<file path="src/rtl/ysyx_22041412_axi_pkg.sv">
// Shared AXI4 encodings and FSM state types for the dcache AXI master bridge.
package ysyx_22041412_axi_pkg;

  localparam logic [1:0] AXI_BURST_INCR = 2'b01;

  localparam logic [1:0] RESP_OKAY   = 2'b00;
  localparam logic [1:0] RESP_EXOKAY = 2'b01;
  localparam logic [1:0] RESP_SLVERR = 2'b10;
  localparam logic [1:0] RESP_DECERR = 2'b11;

  localparam logic [2:0] SIZE_8B = 3'b011;

  typedef enum logic [1:0] {
    R_IDLE = 2'd0,
    R_ADDR = 2'd1,
    R_DATA = 2'd2,
    R_HOLD = 2'd3
  } r_state_e;

  typedef enum logic [2:0] {
    W_IDLE = 3'd0,
    W_ADDR = 3'd1,
    W_DATA = 3'd2,
    W_RESP = 3'd3,
    W_HOLD = 3'd4
  } w_state_e;

  // EXOKAY counts as an error: the bridge never issues exclusive accesses.
  function automatic logic resp_err(input logic [1:0] resp);
    return (resp == RESP_EXOKAY) || (resp == RESP_SLVERR) || (resp == RESP_DECERR);
  endfunction

endpackage

</file>
<file path="src/rtl/ysyx_22041412_dcache_axi_if.sv">
// AXI4 bus between the dcache bridge (master) and the SoC crossbar (slave).
// Every channel transfers on the rising edge where valid and ready are both 1;
// valid never waits for ready, and payload is held stable while valid is high.
interface ysyx_22041412_dcache_axi_if #(
  parameter int ADDR_WIDTH = 32,
  parameter int DATA_WIDTH = 64
);
  logic [3:0]              arid;
  logic [ADDR_WIDTH-1:0]   araddr;
  logic [7:0]              arlen;
  logic [2:0]              arsize;
  logic [1:0]              arburst;
  logic                    arvalid;
  logic                    arready;

  logic [DATA_WIDTH-1:0]   rdata;
  logic [1:0]              rresp;
  logic                    rlast;
  logic                    rvalid;
  logic                    rready;

  logic [3:0]              awid;
  logic [ADDR_WIDTH-1:0]   awaddr;
  logic [7:0]              awlen;
  logic [2:0]              awsize;
  logic [1:0]              awburst;
  logic                    awvalid;
  logic                    awready;

  logic [DATA_WIDTH-1:0]   wdata;
  logic [DATA_WIDTH/8-1:0] wstrb;
  logic                    wlast;
  logic                    wvalid;
  logic                    wready;

  logic [1:0]              bresp;
  logic                    bvalid;
  logic                    bready;

  modport master (
    output arid, araddr, arlen, arsize, arburst, arvalid,
    input  arready,
    input  rdata, rresp, rlast, rvalid,
    output rready,
    output awid, awaddr, awlen, awsize, awburst, awvalid,
    input  awready,
    output wdata, wstrb, wlast, wvalid,
    input  wready,
    input  bresp, bvalid,
    output bready
  );

  modport slave (
    input  arid, araddr, arlen, arsize, arburst, arvalid,
    output arready,
    output rdata, rresp, rlast, rvalid,
    input  rready,
    input  awid, awaddr, awlen, awsize, awburst, awvalid,
    output awready,
    input  wdata, wstrb, wlast, wvalid,
    output wready,
    output bresp, bvalid,
    input  bready
  );
endinterface

</file>
<file path="src/rtl/ysyx_22041412_axi_wr_ch.sv">
// Write channel of the dcache bridge: AW, then W beats counted against len, then B.
module ysyx_22041412_axi_wr_ch
  import ysyx_22041412_axi_pkg::*;
#(
  parameter int         ADDR_WIDTH = 32,
  parameter int         DATA_WIDTH = 64,
  parameter logic [3:0] ID         = 4'd0
) (
  input  logic                    clk,
  input  logic                    rst,
  input  logic                    w_valid_i,
  input  logic [ADDR_WIDTH-1:0]   w_addr_i,
  input  logic [2:0]              w_size_i,
  input  logic [7:0]              w_len_i,
  input  logic [DATA_WIDTH-1:0]   w_data_i,
  output logic                    w_ready_o,
  output logic                    w_last_o,
  output w_state_e                state_o,
  output logic [3:0]              awid,
  output logic [ADDR_WIDTH-1:0]   awaddr,
  output logic [7:0]              awlen,
  output logic [2:0]              awsize,
  output logic [1:0]              awburst,
  output logic                    awvalid,
  input  logic                    awready,
  output logic [DATA_WIDTH-1:0]   wdata,
  output logic [DATA_WIDTH/8-1:0] wstrb,
  output logic                    wlast,
  output logic                    wvalid,
  input  logic                    wready,
  input  logic                    bvalid,
  output logic                    bready
);
  w_state_e              state, state_nxt;
  logic [ADDR_WIDTH-1:0] addr_q;
  logic [7:0]            len_q;
  logic [2:0]            size_q;
  logic [7:0]            cnt;
  logic                  last_q;
  logic                  at_last;

  assign at_last = (cnt == len_q);

  always_ff @(posedge clk or negedge rst) begin
    if (!rst) begin
      state  <= W_IDLE;
      addr_q <= '0;
      len_q  <= '0;
      size_q <= '0;
      cnt    <= '0;
      last_q <= 1'b0;
    end else begin
      state  <= state_nxt;
      last_q <= (state == W_RESP) && bvalid;
      if (state == W_IDLE && w_valid_i) begin
        addr_q <= w_addr_i;
        len_q  <= w_len_i;
        size_q <= w_size_i;
        cnt    <= '0;
      end else if (state == W_DATA && wready && !at_last) begin
        // Stops at len so a 256-beat burst never wraps the 8-bit counter.
        cnt <= cnt + 8'd1;
      end
    end
  end

  always_comb begin
    state_nxt = state;
    case (state)
      W_IDLE:  if (w_valid_i)         state_nxt = W_ADDR;
      W_ADDR:  if (awready)           state_nxt = W_DATA;
      W_DATA:  if (wready && at_last) state_nxt = W_RESP;
      W_RESP:  if (bvalid)            state_nxt = W_HOLD;
      W_HOLD:                         state_nxt = W_IDLE;
      default:                        state_nxt = W_IDLE;
    endcase
  end

  assign awid      = ID;
  assign awaddr    = addr_q;
  assign awlen     = len_q;
  assign awsize    = size_q;
  assign awburst   = AXI_BURST_INCR;
  assign awvalid   = (state == W_ADDR);
  assign wvalid    = (state == W_DATA);
  assign wdata     = w_data_i;
  assign wstrb     = '1;
  assign wlast     = wvalid && at_last;
  assign w_ready_o = wvalid && wready;
  assign bready    = (state == W_RESP);
  assign w_last_o  = last_q;
  assign state_o   = state;
endmodule

</file>
<file path="src/rtl/ysyx_22041412_dcache_axi.sv">
// Dcache-to-AXI4 master bridge; independent read and write FSMs, INCR bursts only.
// Define YSYX_22041412_AXI_ERR_CHK_EN to add sticky response-error reporting ports.
module ysyx_22041412_dcache_axi
  import ysyx_22041412_axi_pkg::*;
#(
  parameter int         ADDR_WIDTH = 32,
  parameter int         DATA_WIDTH = 64,
  parameter logic [3:0] ID         = 4'd0
) (
  input  logic                  clk,
  input  logic                  rst,
  input  logic                  r_valid_i,
  input  logic [ADDR_WIDTH-1:0] r_addr_i,
  input  logic [7:0]            r_len_i,
  output logic                  r_ready_o,
  output logic                  r_last_o,
  output logic [DATA_WIDTH-1:0] r_data_o,
  input  logic                  w_valid_i,
  input  logic [ADDR_WIDTH-1:0] w_addr_i,
  input  logic [2:0]            w_size_i,
  input  logic [7:0]            w_len_i,
  input  logic [DATA_WIDTH-1:0] w_data_i,
  output logic                  w_ready_o,
  output logic                  w_last_o,
`ifdef YSYX_22041412_AXI_ERR_CHK_EN
  output logic                  axi_err_o,
  output logic [ADDR_WIDTH-1:0] axi_err_addr_o,
`endif
  output r_state_e              r_state_o,
  output w_state_e              w_state_o,
  ysyx_22041412_dcache_axi_if.master axi
);
  r_state_e              r_state, r_state_nxt;
  logic [ADDR_WIDTH-1:0] r_addr_q;
  logic [7:0]            r_len_q;

  always_ff @(posedge clk or negedge rst) begin
    if (!rst) begin
      r_state  <= R_IDLE;
      r_addr_q <= '0;
      r_len_q  <= '0;
    end else begin
      r_state <= r_state_nxt;
      if (r_state == R_IDLE && r_valid_i) begin
        r_addr_q <= r_addr_i;
        r_len_q  <= r_len_i;
      end
    end
  end

  // R_HOLD absorbs the cycle in which the cache is still dropping r_valid_i.
  always_comb begin
    r_state_nxt = r_state;
    case (r_state)
      R_IDLE:  if (r_valid_i)                r_state_nxt = R_ADDR;
      R_ADDR:  if (axi.arready)              r_state_nxt = R_DATA;
      R_DATA:  if (axi.rvalid && axi.rlast)  r_state_nxt = R_HOLD;
      R_HOLD:                                r_state_nxt = R_IDLE;
      default:                               r_state_nxt = R_IDLE;
    endcase
  end

  assign axi.arid    = ID;
  assign axi.araddr  = r_addr_q;
  assign axi.arlen   = r_len_q;
  assign axi.arsize  = SIZE_8B;
  assign axi.arburst = AXI_BURST_INCR;
  assign axi.arvalid = (r_state == R_ADDR);
  assign axi.rready  = (r_state == R_DATA);
  assign r_ready_o   = axi.rready && axi.rvalid;
  assign r_last_o    = r_ready_o && axi.rlast;
  assign r_data_o    = axi.rdata;
  assign r_state_o   = r_state;

  ysyx_22041412_axi_wr_ch #(
    .ADDR_WIDTH(ADDR_WIDTH),
    .DATA_WIDTH(DATA_WIDTH),
    .ID        (ID)
  ) u_wr_ch (
    .clk      (clk),
    .rst      (rst),
    .w_valid_i(w_valid_i),
    .w_addr_i (w_addr_i),
    .w_size_i (w_size_i),
    .w_len_i  (w_len_i),
    .w_data_i (w_data_i),
    .w_ready_o(w_ready_o),
    .w_last_o (w_last_o),
    .state_o  (w_state_o),
    .awid     (axi.awid),
    .awaddr   (axi.awaddr),
    .awlen    (axi.awlen),
    .awsize   (axi.awsize),
    .awburst  (axi.awburst),
    .awvalid  (axi.awvalid),
    .awready  (axi.awready),
    .wdata    (axi.wdata),
    .wstrb    (axi.wstrb),
    .wlast    (axi.wlast),
    .wvalid   (axi.wvalid),
    .wready   (axi.wready),
    .bvalid   (axi.bvalid),
    .bready   (axi.bready)
  );

`ifdef YSYX_22041412_AXI_ERR_CHK_EN
  logic rd_err, wr_err;

  assign rd_err = r_ready_o && resp_err(axi.rresp);
  assign wr_err = axi.bvalid && axi.bready && resp_err(axi.bresp);

  // Only the first failing burst is recorded; a read wins a same-cycle tie.
  always_ff @(posedge clk or negedge rst) begin
    if (!rst) begin
      axi_err_o      <= 1'b0;
      axi_err_addr_o <= '0;
    end else if (!axi_err_o && (rd_err || wr_err)) begin
      axi_err_o      <= 1'b1;
      axi_err_addr_o <= rd_err ? r_addr_q : axi.awaddr;
    end
  end
`else
  logic unused_resp;
  assign unused_resp = ^{axi.rresp, axi.bresp};
`endif
endmodule

</file>
<file path="src/flat_wrapper.sv">
// flat-port wrapper written by rule: the top's interface ports become plain ports
module ysyx_22041412_dcache_axi_flat import ysyx_22041412_axi_pkg::*;
#(
  parameter int         ADDR_WIDTH = 32,
  parameter int         DATA_WIDTH = 64,
  parameter logic [3:0] ID         = 4'd0
)
  (clk, rst, r_valid_i, r_addr_i, r_len_i, r_ready_o, r_last_o, r_data_o, w_valid_i, w_addr_i, w_size_i, w_len_i, w_data_i, w_ready_o, w_last_o, r_state_o, w_state_o, axi_arid, axi_araddr, axi_arlen, axi_arsize, axi_arburst, axi_arvalid, axi_arready, axi_rdata, axi_rresp, axi_rlast, axi_rvalid, axi_rready, axi_awid, axi_awaddr, axi_awlen, axi_awsize, axi_awburst, axi_awvalid, axi_awready, axi_wdata, axi_wstrb, axi_wlast, axi_wvalid, axi_wready, axi_bresp, axi_bvalid, axi_bready);
  ysyx_22041412_dcache_axi_if #(.ADDR_WIDTH(ADDR_WIDTH), .DATA_WIDTH(DATA_WIDTH)) axi_i ();
  input  logic clk;
  input  logic rst;
  input  logic r_valid_i;
  input  logic [ADDR_WIDTH-1:0] r_addr_i;
  input  logic [7:0] r_len_i;
  output logic r_ready_o;
  output logic r_last_o;
  output logic [DATA_WIDTH-1:0] r_data_o;
  input  logic w_valid_i;
  input  logic [ADDR_WIDTH-1:0] w_addr_i;
  input  logic [2:0] w_size_i;
  input  logic [7:0] w_len_i;
  input  logic [DATA_WIDTH-1:0] w_data_i;
  output logic w_ready_o;
  output logic w_last_o;
  output r_state_e r_state_o;
  output w_state_e w_state_o;
  output wire logic [$bits(axi_i.arid)-1:0] axi_arid;
  output wire logic [$bits(axi_i.araddr)-1:0] axi_araddr;
  output wire logic [$bits(axi_i.arlen)-1:0] axi_arlen;
  output wire logic [$bits(axi_i.arsize)-1:0] axi_arsize;
  output wire logic [$bits(axi_i.arburst)-1:0] axi_arburst;
  output wire logic [$bits(axi_i.arvalid)-1:0] axi_arvalid;
  input wire logic [$bits(axi_i.arready)-1:0] axi_arready;
  input wire logic [$bits(axi_i.rdata)-1:0] axi_rdata;
  input wire logic [$bits(axi_i.rresp)-1:0] axi_rresp;
  input wire logic [$bits(axi_i.rlast)-1:0] axi_rlast;
  input wire logic [$bits(axi_i.rvalid)-1:0] axi_rvalid;
  output wire logic [$bits(axi_i.rready)-1:0] axi_rready;
  output wire logic [$bits(axi_i.awid)-1:0] axi_awid;
  output wire logic [$bits(axi_i.awaddr)-1:0] axi_awaddr;
  output wire logic [$bits(axi_i.awlen)-1:0] axi_awlen;
  output wire logic [$bits(axi_i.awsize)-1:0] axi_awsize;
  output wire logic [$bits(axi_i.awburst)-1:0] axi_awburst;
  output wire logic [$bits(axi_i.awvalid)-1:0] axi_awvalid;
  input wire logic [$bits(axi_i.awready)-1:0] axi_awready;
  output wire logic [$bits(axi_i.wdata)-1:0] axi_wdata;
  output wire logic [$bits(axi_i.wstrb)-1:0] axi_wstrb;
  output wire logic [$bits(axi_i.wlast)-1:0] axi_wlast;
  output wire logic [$bits(axi_i.wvalid)-1:0] axi_wvalid;
  input wire logic [$bits(axi_i.wready)-1:0] axi_wready;
  input wire logic [$bits(axi_i.bresp)-1:0] axi_bresp;
  input wire logic [$bits(axi_i.bvalid)-1:0] axi_bvalid;
  output wire logic [$bits(axi_i.bready)-1:0] axi_bready;
  assign axi_arid = axi_i.arid;
  assign axi_araddr = axi_i.araddr;
  assign axi_arlen = axi_i.arlen;
  assign axi_arsize = axi_i.arsize;
  assign axi_arburst = axi_i.arburst;
  assign axi_arvalid = axi_i.arvalid;
  assign axi_i.arready = axi_arready;
  assign axi_i.rdata = axi_rdata;
  assign axi_i.rresp = axi_rresp;
  assign axi_i.rlast = axi_rlast;
  assign axi_i.rvalid = axi_rvalid;
  assign axi_rready = axi_i.rready;
  assign axi_awid = axi_i.awid;
  assign axi_awaddr = axi_i.awaddr;
  assign axi_awlen = axi_i.awlen;
  assign axi_awsize = axi_i.awsize;
  assign axi_awburst = axi_i.awburst;
  assign axi_awvalid = axi_i.awvalid;
  assign axi_i.awready = axi_awready;
  assign axi_wdata = axi_i.wdata;
  assign axi_wstrb = axi_i.wstrb;
  assign axi_wlast = axi_i.wlast;
  assign axi_wvalid = axi_i.wvalid;
  assign axi_i.wready = axi_wready;
  assign axi_i.bresp = axi_bresp;
  assign axi_i.bvalid = axi_bvalid;
  assign axi_bready = axi_i.bready;
  ysyx_22041412_dcache_axi #(.ADDR_WIDTH(ADDR_WIDTH), .DATA_WIDTH(DATA_WIDTH), .ID(ID)) u_core (.clk(clk), .rst(rst), .r_valid_i(r_valid_i), .r_addr_i(r_addr_i), .r_len_i(r_len_i), .r_ready_o(r_ready_o), .r_last_o(r_last_o), .r_data_o(r_data_o), .w_valid_i(w_valid_i), .w_addr_i(w_addr_i), .w_size_i(w_size_i), .w_len_i(w_len_i), .w_data_i(w_data_i), .w_ready_o(w_ready_o), .w_last_o(w_last_o), .r_state_o(r_state_o), .w_state_o(w_state_o), .axi(axi_i));
endmodule
</file>
<file path="config.mk">
export PLATFORM = sky130hd
export DESIGN_NAME = ysyx_22041412_dcache_axi_flat
export DESIGN_NICKNAME = d
export VERILOG_FILES = /design/src/rtl/ysyx_22041412_axi_pkg.sv /design/src/rtl/ysyx_22041412_dcache_axi_if.sv /design/src/rtl/ysyx_22041412_axi_wr_ch.sv /design/src/rtl/ysyx_22041412_dcache_axi.sv /design/src/flat_wrapper.sv
export SDC_FILE = /design/constraint.sdc
export NUM_CORES = 1
export LEC_CHECK = 0
export ABC_AREA = 1
export ABC_CLOCK_PERIOD_IN_PS = 2200
export BUFFER_PORTS_ARGS = -buffer_cell sky130_fd_sc_hd__buf_2
export CAP_MARGIN = 20
export CELL_PAD_IN_SITES_DETAIL_PLACEMENT = 1
export CELL_PAD_IN_SITES_GLOBAL_PLACEMENT = 1
export CORE_AREA = 3 3 181 183
export CTS_BUF_LIST = sky130_fd_sc_hd__clkbuf_8
export CTS_CLUSTER_SIZE = 10
export DETAILED_ROUTE_END_ITERATION = 10
export DIE_AREA = 0 0 184 186
export PLACE_DENSITY = 0.62
export SETUP_SLACK_MARGIN = 0.15
export SYNTH_ARGS = -nofsm -noshare
export SYNTH_HDL_FRONTEND = slang
export SYNTH_HIERARCHICAL = 1
export SYNTH_SLANG_ARGS = --single-unit
</file>
<file path="constraint.sdc">
create_clock -name clk -period 2.2 [get_ports clk]
set_clock_uncertainty 0.05 [all_clocks]
set_input_delay 0.11 -clock clk [delete_from_list [all_inputs] [get_ports clk]]
set_output_delay 0.11 -clock clk [all_outputs]
set_load 0.02 [all_outputs]
</file>
== Word-level counts from Yosys, hierarchy flattened ==
Cells that the tools add are included.

* Register bits: 97
* Latch bits: 0
* Memory bits (writable): 0
* Bits in read-only memories: 0
* Bits of input ports: 225
* Output and inout port bits: 249
* Word-level logic and storage cells: 51
* Memories: 0

* Add/sub/neg operators: 1
* Multipliers: 0
* Divide/modulo/power cells: 0
* Magnitude comparators: 0
* Equality and inequality tests: 14
* Shifts and indexed selects: 0
* Multiplexer cells: 11
* Bitwise operators: 0
* Reduce and logical (&&, ||, !) cells: 16

{| class="wikitable"
|+ Operators by type and width
! kind !! number
|-
| $mux W8 || 2
|-
| $mux W3 || 4
|-
| $pmux W3 S4 || 1
|-
| $logic_and A1 B1 Y1 || 10
|-
| $add A8 B1 Y8 const B || 1
|-
| $eq A8 B8 Y1 || 1
|-
| $ne A2 B2 Y1 const B || 4
|-
| $pmux W2 S4 || 1
|-
| $eq A3 B2 Y1 const B || 2
|-
| $mux W2 || 3
|-
| $ne A2 B1 Y1 const B || 3
|-
| $eq A2 B2 Y1 const B || 2
|-
| $reduce_and A4 Y1 || 1
|-
| $eq A3 B1 Y1 const B || 1
|-
| $logic_not A3 Y1 || 1
|-
| $reduce_and A3 Y1 || 1
|-
| $eq A2 B1 Y1 const B || 1
|-
| $logic_not A2 Y1 || 1
|-
| $reduce_bool A2 Y1 || 1
|-
| $logic_not A1 Y1 || 1
|}

== Longest topological paths before layout ==
* Depth in word-level cells: 5
* Depth in mapped cells: 10
* Gate-level depth less buffers: 10

== Cells and area by module ==
Netlist, hierarchy kept.

{| class="wikitable"
|+ By module, submodules not included
! module !! instances !! cells each !! area an instance (sq um) !! seq. area each (sq um)
|-
| ysyx_22041412_axi_wr_ch || 1 || 378 || 3,086.7 || 1,376.3
|-
| ysyx_22041412_dcache_axi || 1 || 276 || 2,361.0 || 1,051.0
|}

== Least setup slack after synthesis ==
Ideal clock, no wire load.

* Path kind: register to output
* Start point: register u_core.r_state[0] (netlist: u_core/r_state_o[0])
* End point: output port r_last_o
* Arrival: 1.267 ns
* Data required time: 2.040 ns
* Path slack: 0.773 ns
* Stages on the path, launching flop included: 5
* Path buffers: 0
* Cell sequence: dfrtp_1 inv_1 ha_1 inv_1 nor2_1

* Cells in the longest elaborated chain, start to end: 3

{| class="wikitable"
|+ Ends and longest elaborated chain
! element !! RTL line !! text
|-
| start, declared || ysyx_22041412_dcache_axi.sv:33 || <nowiki>r_state_e r_state, r_state_nxt;</nowiki>
|-
| start signal, assigned || ysyx_22041412_dcache_axi.sv:43 || <nowiki>r_state <= r_state_nxt;</nowiki>
|-
| $eq A2 B2 Y1 || ysyx_22041412_dcache_axi.sv:69 || <nowiki>assign axi.rready = (r_state == R_DATA);</nowiki>
|-
| named net axi_rready || flat_wrapper.sv:38 || <nowiki>output wire logic [$bits(axi_i.rready)-1:0] axi_rready;</nowiki>
|-
| $logic_and A1 B1 Y1 || ysyx_22041412_dcache_axi.sv:70 || <nowiki>assign r_ready_o = axi.rready && axi.rvalid;</nowiki>
|-
| $logic_and A1 B1 Y1 || ysyx_22041412_dcache_axi.sv:71 || <nowiki>assign r_last_o = r_ready_o && axi.rlast;</nowiki>
|-
| end, declared || flat_wrapper.sv:16 || <nowiki>output logic r_last_o;</nowiki>
|}

The timed path passes the listed nets, and every way through them passes these cells.

== Worst setup path in the final report ==
* Start point: register u_core.u_wr_ch.len_q[7] (netlist: u_core/u_wr_ch/awlen[7])
* End point: output port axi_wlast

* Cells in the longest elaborated chain, start to end: 2

{| class="wikitable"
|+ Ends and longest elaborated chain
! element !! RTL line !! text
|-
| start, declared || ysyx_22041412_axi_wr_ch.sv:36 || <nowiki>logic [7:0] len_q;</nowiki>
|-
| start signal, assigned || ysyx_22041412_axi_wr_ch.sv:57 || <nowiki>len_q <= w_len_i;</nowiki>
|-
| $eq A8 B8 Y1 || ysyx_22041412_axi_wr_ch.sv:42 || <nowiki>assign at_last = (cnt == len_q);</nowiki>
|-
| $logic_and A1 B1 Y1 || ysyx_22041412_axi_wr_ch.sv:88 || <nowiki>assign wlast = wvalid && at_last;</nowiki>
|-
| end, declared || flat_wrapper.sv:48 || <nowiki>output wire logic [$bits(axi_i.wlast)-1:0] axi_wlast;</nowiki>
|}

Every way passes these cells.

==> out/metrics.csv <==
stage;metric;value;unit
routing;drc;0;
floorplan;core-area;0.0314;mm^2
routing;via_count;4513;
cells_and_area;areaGrowthSynthToFinish;27.1;%
routing;wl_per_cell;14.1;um
worst_setup_path;rrSetupSlack;0.37;ns
worst_setup_path;cp_top_family;simple AND/OR/NAND/NOR gates;
clocking;numClockSinks;97;
worst_setup_path;rr_worst_depth;6;
pwr;p_clk_share;17.1;%
floorplan;start_util;17.4;%
worst_hold_path;hp-class;primary input to flip-flop;
synth;synth_area;0.00545;mm^2
routing;first_pass_iters;4;
pwr;internal_power;4.77;mW
global_routing;grt_max_degree;54;
clocking;cts_tree;built;
global_routing;grt-ovfl-total;0;
pwr;seq_power_share;34.5;%
place;portBuffers;190;
global_routing;antenna_found_initial;0;
sta;worst_pin_slew;0.682;ns
sta;slew_viol_final;0;
run;max_cap_viol_count;0;
synth;synth_area_leaders;dfrtp_1, buf_4, nand2_1, nand3_1, inv_1;
pwr;ir_drop;0.693;mV
place;dp_slack;0.541;ns
sta;slew_headroom;54.5;%
worst_setup_path;worst-path-buf-inv;1;
floorplan;die-area;0.0342;mm^2
cells_and_area;final_nets;1029;
synth;synth_cell_types;28;
place;gp_congestion;0.723;
worst_setup_path;crit_slowest_cell;dfrtp_1;
worst_setup_path;startpoint_type;flip-flop;
synth;ys_seq_area_share;44.6;%
clocking;path_clk_slew;0.10;ns
pwr;p_per_area;1270;mW/mm^2
clocking;htree_levels;3;
global_routing;grt.total_usage;9.92;%
synth;synth_commonest_cells;nand2_1, buf_4, dfrtp_1, nand3_1, inv_1;
worst_setup_path;critPathCaptureType;output pin;
synth;ys_warn_count;6;
floorplan;die_y;186;um
worst_setup_path;crit_required;2.04;ns
routing;drt_iter0_markers;81;
routing;routed_wl;17.0;mm
pwr;leakage;3.78;nW
floorplan;die_w;184;um
sta;hold_violations;0;
pwr;swShare;45.7;%
synth;ys_ff_latch;97;
sta;setup_viol;0;
worst_setup_path;timing.rr.start;u_core/r_state_o[0];
sta;fin_setup_tns;0;ns
clocking;clkLatencyLatePin;0.41;ns
cells_and_area;diodes;0;
sta;clock.fmax;0.546;GHz
synth;yosysMostFrequentCell;nand2_1;
pwr;power_frac_comb;48.4;%
worst_hold_path;min_path_cells;5;
worst_setup_path;slowest_delay;0.42;ns
worst_hold_path;hold_start;axi_rlast;
worst_hold_path;holdPathEnd;u_core/r_state_o[1];
worst_setup_path;crit_chain;xnor2_1 -> nand2_1 -> nor2_2 -> nand2_4 -> nor2_1 -> buf_2;
worst_setup_path;r2r_end;u_core/axi.araddr[2];
synth;synth_top_flop_cell;dfrtp_1;
sta;setup_slack;0.369;ns
worst_setup_path;worstPathMaxFanout;7;
cells_and_area;drive_above_1_share;28.7;%
worst_setup_path;arrival;1.67;ns
synth;yosysTopAreaCell;dfrtp_1;
routing;vias_per_cell;3.74;
synth;yosysTopAreaCellShare;44.6;%
pwr;p_switching;4.02;mW
global_routing;grt_pass1_vias;4803;
worst_setup_path;path_class;flip-flop to output pin;
floorplan;ios;474;
run_status;status;complete, no violations;
place;detailed_place_hpwl;11.9;mm
floorplan;rows;65;
sta;min_period;1.83;ns
cells_and_area;fillers;3775;
synth;syn_inst;654;
synth;synth-edff-count;0;
worst_setup_path;critical_path_depth;6;
sta;rsz0062_at_grt;false;
global_routing;grt_first_pass_wirelength;25.9;mm
synth;postSynthAreaPerCell;8.33;um^2
sta;period_share;83.2;%
clocking;cts_buffers;9;
synth;synthArstFlopShare;100;%
clocking;postCtsSetupRepairBufs;0;
routing;ant_nets;0;
clocking;clockBufferDepth;2;
clocking;root_buffer;clkbuf_8;
## through the flow
stage                     utilization, %  instances  area [um^2]  hold slack [ns]  power [mW]
after floorplan                        -        673         5520           -0.236        6.13
after global placement              18.3       1100         5760          -0.0438        7.13
after detailed placement            18.3       1100         5760          -0.0387        7.20
after CTS                           22.0       1206         6910          0.00253        8.95
after global routing                22.0       1206         6920           0.0479        9.55
final                               22.0       1206         6920           0.0663        8.79
## cells by family after synthesis
kind of cell	after synthesis	synth area share (%)
AOI/OAI and AO/OA	6	0.551
xor gates and xnor gates	10	1.61
adders and majority gates	4	0.919
buffers and inverters	201	25.8
DFF	97	44.6
other	4	0.276
and+or+nand+nor	332	26.3
## cell type report
class / count / area, um^2 / area share (%)
clock inverter: 5 / 104 / 1.50
multi-input combinational: 375 / 1700 / 24.5
clock buffer: 10 / 138 / 1.99
timing repair buffer: 291 / 1960 / 28.3
inverter: 26 / 97.6 / 1.41
tap: 402 / 503 / 7.27
sequential: 97 / 2430 / 35.1
## repair_timing
item / CTS / global route
hold endpoints to repair: 186 / 0
hold buffers: 91 / 0
endpoints found under the setup margin: 0 / 2
resized for setup: 0 / 2
## registers in the layout, indices dropped and copies added, names as in the netlist
register and flops:
u_core/r_state_o 2, u_core/u_wr_ch/cnt 8, u_core/u_wr_ch/state_o 3, u_core/u_wr_ch/awsize 3
u_core/u_wr_ch/awlen 8, u_core/u_wr_ch/w_last_o 1, u_core/u_wr_ch/awaddr 32, u_core/axi.arlen 8
u_core/axi.araddr 32
## worst min-delay path, cell delays in order
cell and delay [ns]:
buf_2 0.10, nand2_1 0.07, nand2_1 0.09, nand4_1 0.08, nand2_1 0.05
## worst max-delay path by stage
stage,startpoint,endpoint,slack [ns]
6_report,u_core/u_wr_ch/awlen[7],axi_wlast,0.37
5_1_grt,u_core/u_wr_ch/awlen[7],axi_wlast,0.15
4_1_cts,u_core/r_state_o[0],u_core/axi.araddr[14],0.20
3_5_place_dp,u_core/u_wr_ch/state_o[2],u_core/u_wr_ch/awlen[5],0.54
3_3_place_gp,u_core/u_wr_ch/state_o[2],u_core/u_wr_ch/awlen[1],0.56
2_1_floorplan,u_core/r_state_o[0],r_last_o,0.77
## layer usage
metal / global-route usage, % / part of all wire, % / up-vias
met3: 4.05 / 9.0 / 60
met1: 10.2 / 38 / 2116
met5: 0 / 0 / -
met2: 16.8 / 49 / 219
li1: - / - / 2118
met4: 6.26 / 4.6 / 0
## cells in the final DEF, fill, tap and decap left out, types with 7 or more instances in the layout
cell type	n
buf_2	189
buf_4	9
clkbuf_8	10
conb_1	23
dfrtp_1	97
dlygate4sd3_1	91
inv_1	23
nand2_1	246
nand3_1	55
nand4_1	7
nor2_1	9
xnor2_1	7
## power groups by stage
| stage | registers (mW) | logic [mW] | clock network, mW |
|---|---|---|---|
| 6_report | 3.03 | 4.26 | 1.50 |
| 2_1_floorplan | 3.98 | 2.15 | 0 |
| 3_3_place_gp | 3.04 | 4.09 | 0 |
| 4_1_cts | 3.05 | 4.29 | 1.61 |
| 3_5_place_dp | 3.07 | 4.14 | 0 |
| 5_1_grt | 3.17 | 4.73 | 1.65 |
Power figures use the tool's default switching activity.
